[src/rtl/dual_port_ram_arbiter.sv]
// Two-client req/gnt arbiter and issue stage for a 64x8 dual-port RAM.
// Same-address hazards are resolved round-robin; reads return in 2 cycles.
module dual_port_ram_arbiter #(
  parameter int ADDR_W = 6,
  parameter int DATA_W = 8,
  parameter int CNT_W  = 8
) (
  input  logic              clk,
  input  logic              rst_n,
  input  logic              req_a,
  input  logic              we_a,
  input  logic [ADDR_W-1:0] addr_a,
  input  logic [DATA_W-1:0] wdata_a,
  output logic              gnt_a,
  output logic [DATA_W-1:0] rdata_a,
  output logic              rvalid_a,
  input  logic              req_b,
  input  logic              we_b,
  input  logic [ADDR_W-1:0] addr_b,
  input  logic [DATA_W-1:0] wdata_b,
  output logic              gnt_b,
  output logic [DATA_W-1:0] rdata_b,
  output logic              rvalid_b,
  output logic [ADDR_W-1:0] ram_addr_a,
  output logic [DATA_W-1:0] ram_din_a,
  output logic              ram_mode_a,
  input  logic [DATA_W-1:0] ram_dout_a,
  output logic [ADDR_W-1:0] ram_addr_b,
  output logic [DATA_W-1:0] ram_din_b,
  output logic              ram_mode_b,
  input  logic [DATA_W-1:0] ram_dout_b,
  output logic              prio_b,
  output logic [CNT_W-1:0]  conflict_cnt
);

  localparam logic [CNT_W-1:0] CNT_ONE = {{(CNT_W-1){1'b0}}, 1'b1};

  logic conflict;
  logic rd_a;
  logic rd_b;

  // Two reads of one address are harmless; anything with a write is not.
  assign conflict = req_a & req_b
                  & (addr_a == addr_b)
                  & (we_a | we_b);

  assign gnt_a = req_a & ~(conflict & prio_b);
  assign gnt_b = req_b & ~(conflict & ~prio_b);

  always_ff @(posedge clk) begin
    if (!rst_n) begin
      ram_addr_a   <= '0;
      ram_din_a    <= '0;
      ram_mode_a   <= 1'b0;
      ram_addr_b   <= '0;
      ram_din_b    <= '0;
      ram_mode_b   <= 1'b0;
      rd_a         <= 1'b0;
      rd_b         <= 1'b0;
      rvalid_a     <= 1'b0;
      rvalid_b     <= 1'b0;
      rdata_a      <= '0;
      rdata_b      <= '0;
      prio_b       <= 1'b0;
      conflict_cnt <= '0;
    end else begin
      ram_mode_a <= gnt_a & we_a;
      ram_mode_b <= gnt_b & we_b;
      if (gnt_a) begin
        ram_addr_a <= addr_a;
        ram_din_a  <= wdata_a;
      end
      if (gnt_b) begin
        ram_addr_b <= addr_b;
        ram_din_b  <= wdata_b;
      end

      // Read issued this cycle is sampled from the async port at the edge.
      rd_a     <= gnt_a & ~we_a;
      rd_b     <= gnt_b & ~we_b;
      rvalid_a <= rd_a;
      rvalid_b <= rd_b;
      if (rd_a) rdata_a <= ram_dout_a;
      if (rd_b) rdata_b <= ram_dout_b;

      if (conflict) begin
        prio_b <= ~prio_b;
        if (conflict_cnt != '1) conflict_cnt <= conflict_cnt + CNT_ONE;
      end
    end
  end

endmodule

[config.mk]
export PLATFORM = sky130hd
export DESIGN_NAME = dual_port_ram_arbiter
export DESIGN_NICKNAME = d
export VERILOG_FILES = /design/src/rtl/dual_port_ram_arbiter.sv
export SDC_FILE = /design/constraint.sdc
export NUM_CORES = 1
export LEC_CHECK = 0
export ABC_AREA = 1
export CELL_PAD_IN_SITES_DETAIL_PLACEMENT = 0
export CELL_PAD_IN_SITES_GLOBAL_PLACEMENT = 1
export CORE_MARGIN = 2
export CORE_UTILIZATION = 26
export DETAILED_ROUTE_END_ITERATION = 12
export PLACE_DENSITY_LB_ADDON = 0.08
export RECOVER_POWER = 25
export REMOVE_ABC_BUFFERS = 1
export SKIP_CTS_REPAIR_TIMING = 1
export SLEW_MARGIN = 20
export SYNTH_ARGS = -nofsm -noshare
export SYNTH_HDL_FRONTEND = slang
export SYNTH_SLANG_ARGS = --single-unit
[constraint.sdc]
create_clock -name clk -period 1.3 [get_ports clk]
set_input_delay 0.26 -clock clk [delete_from_list [all_inputs] [get_ports clk]]
set_output_delay 0.26 -clock clk [all_outputs]
set_load 0.1 [all_outputs]
==> results of run 1 <==
metal layers:
metal  track usage  share of wire
met5             0              0
met4        0.0536          0.016
met3        0.0589          0.073
met2         0.235           0.47
met1         0.181           0.45
state kept, by name, indices dropped and copies added (netlist names):
| name | cells |
|---|---|
| rvalid_b | 1 |
| rd_a | 1 |
| conflict_cnt | 8 |
| ram_mode_a | 1 |
| ram_din_b | 8 |
| rdata_b | 8 |
| ram_mode_b | 1 |
| prio_b | 1 |
| rvalid_a | 1 |
| ram_addr_b | 6 |
| rd_b | 1 |
| ram_din_a | 8 |
| ram_addr_a | 6 |
| rdata_a | 8 |
logic make-up after synthesis:
logic type / share of synthesized area
compound gates: 0.106
xor+xnor: 0.00322
fa+ha+maj: 0.00460
buf+inv: 0.112
flops: 0.434
simple gates: 0.340
layout by cell type (no fill, tap or decap), types with 5 or more instances in the layout:
cell / count
buf_12: 61
nand4_1: 6
inv_1: 35
nand3_2: 6
buf_6: 8
dfxtp_2: 5
inv_2: 13
clkbuf_2: 6
a21oi_1: 20
clkdlybuf4s50_1: 32
o21ai_0: 18
nand2_1: 70
nand3_1: 29
a21oi_2: 11
nand2_2: 14
nor2_1: 82
clkbuf_8: 11
dfxtp_1: 54
buf_4: 50
worst max path at each step:
stage | start | endpoint | slack [ns] | cells past startpoint
2_1_floorplan | prio_b | gnt_b | -1.22 | 4
3_3_place_gp | addr_b[2] | gnt_a | -0.57 | 11
3_5_place_dp | addr_b[2] | gnt_a | -0.61 | 11
4_1_cts | addr_b[2] | gnt_a | -0.62 | 11
5_1_grt | addr_b[0] | gnt_b | -0.17 | 10
6_report | addr_b[3] | gnt_b | -0.09 | 10
worst max-delay path, cell delays in order:
cell     delay (ns)
buf_8          0.10
nand2_2        0.06
nand2_1        0.06
nor2_1         0.11
nand2_1        0.09
inv_2          0.07
nand3_2        0.08
nand2_2        0.09
inv_2          0.04
buf_12         0.15
power groups by stage:
stage	clock network (mW)	logic (mW)	registers (mW)
floorplan	0	0.247	2.64
global placement	0	1.58	2.04
detailed placement	0	1.59	2.04
CTS	2.00	1.60	2.00
global route	2.09	1.71	2.01
finish	1.92	1.63	2.00
stage by stage:
step / utilization / cells
final: 0.510 / 694
after CTS: 0.491 / 683
after global routing: 0.510 / 694
after floorplan: - / 379
after global placement: 0.469 / 667
after detailed placement: 0.469 / 667
layout make-up:
class	instances	area [um2]	area share
tap	136	170	0.0326
clock inverter	5	75.1	0.0144
inverter	51	199	0.0382
timing repair buffer	163	2100	0.403
multi-input combinational	269	1330	0.255
sequential	59	1190	0.228
clock buffer	11	151	0.0290
==> reports/results.tsv, run 1 <==
metric	value	unit
clock_sinks	59	
finalCritPeriodShare	1.07	
netlist_area	2720	um2
required	1.04	ns
hold_path_end	rd_a	
violations	setup timing	
reg2reg_slack	0.07	ns
htreeDepth	3	
clock_path_buffers	2	
first_iter_violations	43	
seq_area_frac_synth	0.434	
die_w	106	um
vias	2965	
timing.rr.end	conflict_cnt[2]	
port_buffers	108	
intPower	3.73	mW
switching_share	0.329	
wire_per_inst	11.6	um
netSwitchingPower	1.82	mW
hold_depth	2	
yosysTopAreaCellShare	0.434	
p_seq_frac	0.360	
yosys_most_used_dff	dfxtp_1	
dp_hpwl	5670	um
synth_most_common_cell	nand2_1	
placed_cell_area	4800	um2
fin_crit	1.39	ns
drt_wl_total	8060	um
die_area	11300	um2
setup_viol	2	
fill_cells	1025	
clkSlewWorstSetupHoldPaths	0.06	ns
rsz0062_at_grt	true	
finalSetupTns	-0.172	ns
power	5.55	mW
cp-start-kind	input pin	
cp.arrival	1.13	ns
dp_slack	-0.612	ns
min-delay-start	we_a	
slew_headroom	0.739	
reg2regPathDepth	8	
numCtsBuffers	9	
synth_edf_count	0	
grt_pass1_vias	2793	
drive_gt1_frac	0.366	
skew	0.00691	ns
grt_pass1_wl	13200	um
synth_area_leaders	dfxtp_1 43%, nand2_1 12%, nor2_1 11%, inv_1 6.1%, nand3_1 5.5%	
final_max_slew_viol_count	0	
status	complete, but fails checks	
hold_viol	0	
tightest_slew	0.392	ns
peakVddDrop	0.548	mV
rows	37	
cts_root_buf	clkbuf_8	
drv_cap	0	
avgSynthCellArea	6.78	um2
ios	109	
synth_top_area_cell	dfxtp_1	
nNetsFinal	604	
max_freq	720	MHz
synthArstFlopShare	0	
drt_drc_violations_left	0	
combPwrFrac	0.293	
die_h	106	um
worstSetupPathType	input pin to output port	
core-area	10200	um2
powerDensity	1060	nW/um2
synth_common_cells	84 x nand2_1, 82 x nor2_1, 59 x dfxtp_1	
gp_congestion	0.755	
grt-ovfl-total	0	
grt_usage	0.148	
hp-class	input pin to register	
viasPerCell	4.27	
area_growth	91.7	%
grt_antenna_before_repair	0	
first_pass_iters	4	
leakage	2.46	nW
antenna_left	0	
design_area	5210	um2
synth_cell_types	23	
whs	0.119	ns
syn_inst	401	
worstReg2RegStart	conflict_cnt[1]	
initial_core_util	0.266	
grt_start_max_net_pins	31	
yosys_warnings	0	
antenna_cells	0	
pwr-share-clk	0.347	
path_max_fanout	3	
clock_latency	0.34	ns
yosys_register_bits	59	
cts_tree	built	
fin_ws	-0.0881	ns
cp-end-kind	output port	
No activity file was read; power rests on OpenSTA's default activity.
==> run 2: changes to the inputs <==
- CELL_PAD_IN_SITES_DETAIL_PLACEMENT: 0 -> 1
- CELL_PAD_IN_SITES_GLOBAL_PLACEMENT: 1 -> 2
- CORE_UTILIZATION: 26 -> 20
==> run 2 against run 1 <==
Net effect: critical path depth is the same; sequential share of layout area shrank 0.82 points; setup slack lost 0.030 ns; final area grew 4.1%; non-clock buffer count grew 1; the run still ends with setup timing left; clock-buffer cell count is the same; maximum frequency shrank 2.1%; core utilization shrank 10 points; die area grew 29%; final cell count grew 5.9%; sequential power is essentially flat; clock skew shrank 0.0022 ns.
==> reports/results.tsv, run 2 (synthesized netlist as in run 1, its figures left out) <==
metric	value	unit	change
cts_tree	built		unchanged
powerDensity	1170	nW/um2	was 1060 nW/um2
worstReg2RegStart	conflict_cnt[1]		unchanged
grt_pass1_vias	2993		was 2793
fin_crit	1.42	ns	was 1.39 ns
reg2reg_slack	0.04	ns	was 0.07 ns
hold_viol	0		unchanged
required	1.04	ns	about the same
initial_core_util	0.205		was 0.266
leakage	2.50	nW	was 2.46 nW
intPower	4.47	mW	was 3.73 mW
finalCritPeriodShare	1.09		was 1.07
first_pass_iters	4		unchanged
hold_path_end	rd_b		was rd_a
grt_antenna_before_repair	0		unchanged
setup_viol	2		unchanged
vias	3007		was 2965
area_growth	99.5	%	was 91.7%
peakVddDrop	0.502	mV	was 0.548 mV
combPwrFrac	0.257		was 0.293
skew	0.00467	ns	was 0.00691 ns
worstSetupPathType	input pin to output port		unchanged
timing.rr.end	conflict_cnt[0]		was conflict_cnt[2]
drt_drc_violations_left	0		unchanged
core-area	13200	um2	was 10200 um2
grt_start_max_net_pins	30		was 31
switching_share	0.299		was 0.329
reg2regPathDepth	9		was 8
gr-usage-met1	0.161		was 0.181
clkSlewWorstSetupHoldPaths	0.05	ns	was 0.06 ns
final_max_slew_viol_count	0		unchanged
drive_gt1_frac	0.388		was 0.366
numCtsBuffers	9		unchanged
tightest_slew	0.377	ns	was 0.392 ns
drv_cap	0		unchanged
top_usage_layer	met2		unchanged
hold_depth	2		unchanged
place_inst	710		was 667
min-delay-start	we_b		was we_a
port_buffers	108		unchanged
max_freq	705	MHz	was 720 MHz
violations	setup timing		unchanged
antenna_left	0		unchanged
grt_usage	0.129		was 0.148
cts_root_buf	clkbuf_16		was clkbuf_8
path_max_fanout	3		unchanged
clock_path_buffers	2		unchanged
die_w	121	um	was 106 um
cp-start-kind	input pin		unchanged
clock_sinks	59		unchanged
fin_util	0.410		was 0.510
first_iter_violations	70		was 43
slew_headroom	0.749		was 0.739
pwr-share-clk	0.429		was 0.347
hp-class	input pin to register		unchanged
ios	109		unchanged
antenna_cells	0		unchanged
die_area	14500	um2	was 11300 um2
grt_pass1_wl	14600	um	was 13200 um
fin_ws	-0.118	ns	was -0.0881 ns
cp-end-kind	output port		unchanged
dp_hpwl	6900	um	was 5670 um
gp_congestion	0.716		was 0.755
clock_latency	0.33	ns	was 0.34 ns
grt_use_met2	0.202		was 0.235
layout_commonest_cell	nor2_1		unchanged
status	complete, but fails checks		unchanged
viasPerCell	4.09		was 4.27
rows	42		was 37
layout.cells.non_filler	735		was 694
use_met3	0.0396		was 0.0589
p_seq_frac	0.314		was 0.360
drt_wl_total	9100	um	was 8060 um
rsz0062_at_grt	true		unchanged
nNetsFinal	605		was 604
finalSetupTns	-0.223	ns	was -0.172 ns
final_cell_mix	78 x nor2_1, 65 x nand2_1, 60 x buf_12, 55 x dfxtp_1, 51 x buf_4		was 82 x nor2_1, 70 x nand2_1, 61 x buf_12, 54 x dfxtp_1, 50 x buf_4
cp.arrival	1.16	ns	was 1.13 ns
netSwitchingPower	1.91	mW	was 1.82 mW
grt-ovfl-total	0		unchanged
die_h	121	um	was 106 um
htreeDepth	3		unchanged
wire_per_inst	12.4	um	was 11.6 um
[run 2: per-layer routing]
metal  wire length [um]  vias up
li1                   -     1560
met1               4190     1368
met2               4140       68
met3                564       11
met4                208        0
met5                  0        -
[run 2: critical path, stage by stage]
cell     delay [ns]
buf_6          0.10
inv_2          0.05
nand2_1        0.06
nand2_1        0.07
nand2_2        0.06
nor2_4         0.17
nand3_4        0.11
nand2_4        0.08
inv_2          0.04
buf_12         0.15
[run 2: power groups by stage]
stage                     logic, mW  clock network (mW)  registers (mW)
after floorplan               0.247                   0            2.64
after global placement         1.60                   0            2.04
after detailed placement       1.61                   0            2.04
after CTS                      1.62                2.83            2.01
after global routing           1.72                2.92            2.01
final                          1.64                2.73            2.00
[run 2: how the worst max path moves through the flow]
stage	start	to	slack (ns)
2_1_floorplan	prio_b	gnt_b	-1.22
3_3_place_gp	addr_b[2]	conflict_cnt[1]	-0.62
3_5_place_dp	req_a	conflict_cnt[1]	-0.67
4_1_cts	req_a	gnt_a	-0.65
5_1_grt	req_b	gnt_a	-0.17
6_report	addr_a[4]	gnt_a	-0.12
[run 2: cell type report]
cell class / instances / area [um2]
Inverter: 51 / 194
Tap cell: 176 / 220
Timing Repair Buffer: 164 / 2090
Multi-Input combinational cell: 269 / 1390
Clock inverter: 5 / 100
Sequential cell: 59 / 1190
Clock buffer: 11 / 243
Fill cell: 1550 / 7820
[run 2: metrics by stage]
step / hold WS (ns) / area [um2] / total power [mW] / worst slack, ns
finish: 0.121 / 5430 / 6.37 / -0.118
global route: 0.121 / 5430 / 6.65 / -0.169
CTS: 0.335 / 5200 / 6.46 / -0.650
detailed placement: 0.521 / 4860 / 3.66 / -0.672
global placement: 0.512 / 4860 / 3.64 / -0.625
floorplan: 0.339 / 2610 / 2.89 / -1.22
==> run 3: changes to the inputs <==
- CTS_BUF_LIST: unset -> sky130_fd_sc_hd__clkbuf_16
==> run 3 against run 2 <==
Net effect: the run still ends with setup timing left; clock skew is essentially flat; die area unchanged; worst hold slack gained 0.00086 ns; global-route usage unchanged; setup slack stayed put; critical path type unchanged; clock power is 3% lower; flip-flop and latch count unchanged; combinational power about the same; highest routed layer unchanged; routed wire length unchanged.
==> reports/results.tsv, run 3 (synthesized netlist as in run 1, its figures left out) <==
metric	value	unit	change
clkSlewWorstSetupHoldPaths	0.05	ns	about the same
grt_start_max_net_pins	30		unchanged
cts_tree	built		unchanged
min-delay-start	we_b		unchanged
drt_drc_violations_left	0		unchanged
dp_slack	-0.672	ns	unchanged
gp_congestion	0.716		unchanged
gr-usage-met1	0.161		unchanged
hold_path_end	rd_b		unchanged
hold_viol	0		unchanged
die_w	121	um	unchanged
multi_input_area	1390	um2	unchanged
rows	42		unchanged
worstSetupPathType	input pin to output port		unchanged
finalCritPeriodShare	1.09		unchanged
final_max_slew_viol_count	0		unchanged
ios	109		unchanged
reg2regPathDepth	9		unchanged
cp.arrival	1.16	ns	about the same
layout_commonest_cell	nor2_1		unchanged
finalSetupTns	-0.223	ns	unchanged
drv_cap	0		unchanged
fill_cells	1551		was 1550
area_growth	99.1	%	was 99.5%
whs	0.122	ns	was 0.121 ns
top_usage_layer	met2		unchanged
nNetsFinal	605		unchanged
slew_headroom	0.749		unchanged
timing.rr.end	conflict_cnt[0]		unchanged
use_met3	0.0396		unchanged
worstReg2RegStart	conflict_cnt[1]		unchanged
htreeDepth	3		unchanged
drt_wl_total	9100	um	unchanged
grt_antenna_before_repair	0		unchanged
final_cell_mix	78 x nor2_1, 65 x nand2_1, 60 x buf_12, 55 x dfxtp_1, 51 x buf_4		unchanged
max_freq	705	MHz	unchanged
fin_ws	-0.118	ns	unchanged
worst_path_largest_cell_delay	0.17	ns	about the same
cp-start-kind	input pin		unchanged
violations	setup timing		unchanged
first_iter_violations	70		unchanged
clock_path_buffers	2		unchanged
core-area	13200	um2	unchanged
fin_util	0.409		was 0.410
grt_pass1_vias	2993		unchanged
initial_core_util	0.205		unchanged
crit_buf_inv	4		unchanged
viasPerCell	4.09		unchanged
status	complete, but fails checks		unchanged
cp-end-kind	output port		unchanged
power	6.30	mW	was 6.37 mW
hold_depth	2		unchanged
drive_gt1_frac	0.386		was 0.388
critPathSlowestCell	nor2_4		unchanged
grt_use_met2	0.202		unchanged
antenna_cells	0		unchanged
powerDensity	1160	nW/um2	was 1170 nW/um2
dp_hpwl	6900	um	unchanged
crit_chain	buf_6 -> inv_2 -> nand2_1 -> nand2_1 -> nand2_2 -> nor2_4 -> nand3_4 -> nand2_4 -> inv_2 -> buf_12		unchanged
setup_viol	2		unchanged
vias	3007		unchanged
wire_per_inst	12.4	um	unchanged
seqCellArea	1190	um2	unchanged
peakVddDrop	0.502	mV	about the same
required	1.04	ns	about the same
antenna_left	0		unchanged
fin_crit	1.42	ns	unchanged
clock_sinks	59		unchanged
numCtsBuffers	9		unchanged
cts_root_buf	clkbuf_16		unchanged
first_pass_iters	4		unchanged
path_max_fanout	3		unchanged
grt_usage	0.129		unchanged
crit_family	simple AND/OR/NAND/NOR gates		unchanged
die_area	14500	um2	unchanged
port_buffers	108		unchanged
rsz0062_at_grt	true		unchanged
grt_pass1_wl	14600	um	unchanged
hp-class	input pin to register		unchanged
die_h	121	um	unchanged
leakage	2.50	nW	about the same
reg2reg_slack	0.04	ns	about the same
crit_start	addr_a[4]		unchanged
clock_latency	0.33	ns	about the same
skew	0.00483	ns	was 0.00467 ns
tightest_slew	0.377	ns	unchanged
grt-ovfl-total	0		unchanged
## run 3: cell count changes in the layout (fill, tap and decap cells not counted)
cell,previous run,this run
clkbuf_1,2,1
clkbuf_8,1,0
clkinv_1,0,1
inv_1,32,33
## run 3: per-stage QoR
step,area [um2],std cells
global route,5420,735
floorplan,2610,379
detailed placement,4860,710
finish,5420,735
CTS,5190,726
global placement,4860,710
## run 3: area by class of cell
type / instances / area share
tap: 176 / 0.0407
sequential: 59 / 0.220
multi-input combinational: 269 / 0.256
inverter: 51 / 0.0358
clock inverter: 7 / 0.0199
timing repair buffer: 164 / 0.386
clock buffer: 9 / 0.0416
## run 3: worst max-delay path by stage
stage / endpoint / slack [ns] / depth (start not counted)
after floorplan: gnt_b / -1.22 / 4
after detailed placement: conflict_cnt[1] / -0.67 / 9
after global placement: conflict_cnt[1] / -0.62 / 11
after global routing: gnt_a / -0.17 / 9
after CTS: gnt_a / -0.65 / 9
final: gnt_a / -0.12 / 10
## run 3: worst reg2reg max path: stages (launching register included)
cell	delay (ns)
dfxtp_4	0.36
ha_4	0.15
nand2_4	0.05
nor3_4	0.14
nand2_2	0.09
buf_6	0.13
nand2_4	0.05
inv_2	0.04
nor2_1	0.08
nor2_1	0.05
## run 3: layer usage
| metal | part of all wire | routed length, um |
|---|---|---|
| met1 | 0.46 | 4190 |
| met2 | 0.46 | 4140 |
| met3 | 0.062 | 564 |
| met4 | 0.023 | 208 |
| met5 | 0 | 0 |
## run 3: report_power, final
part	internal [mW]	switching, mW	leakage, nW
clock network	1.85	0.816	0.168
logic	0.648	0.988	1.84
registers	1.90	0.0993	0.488
total	4.40	1.90	2.50
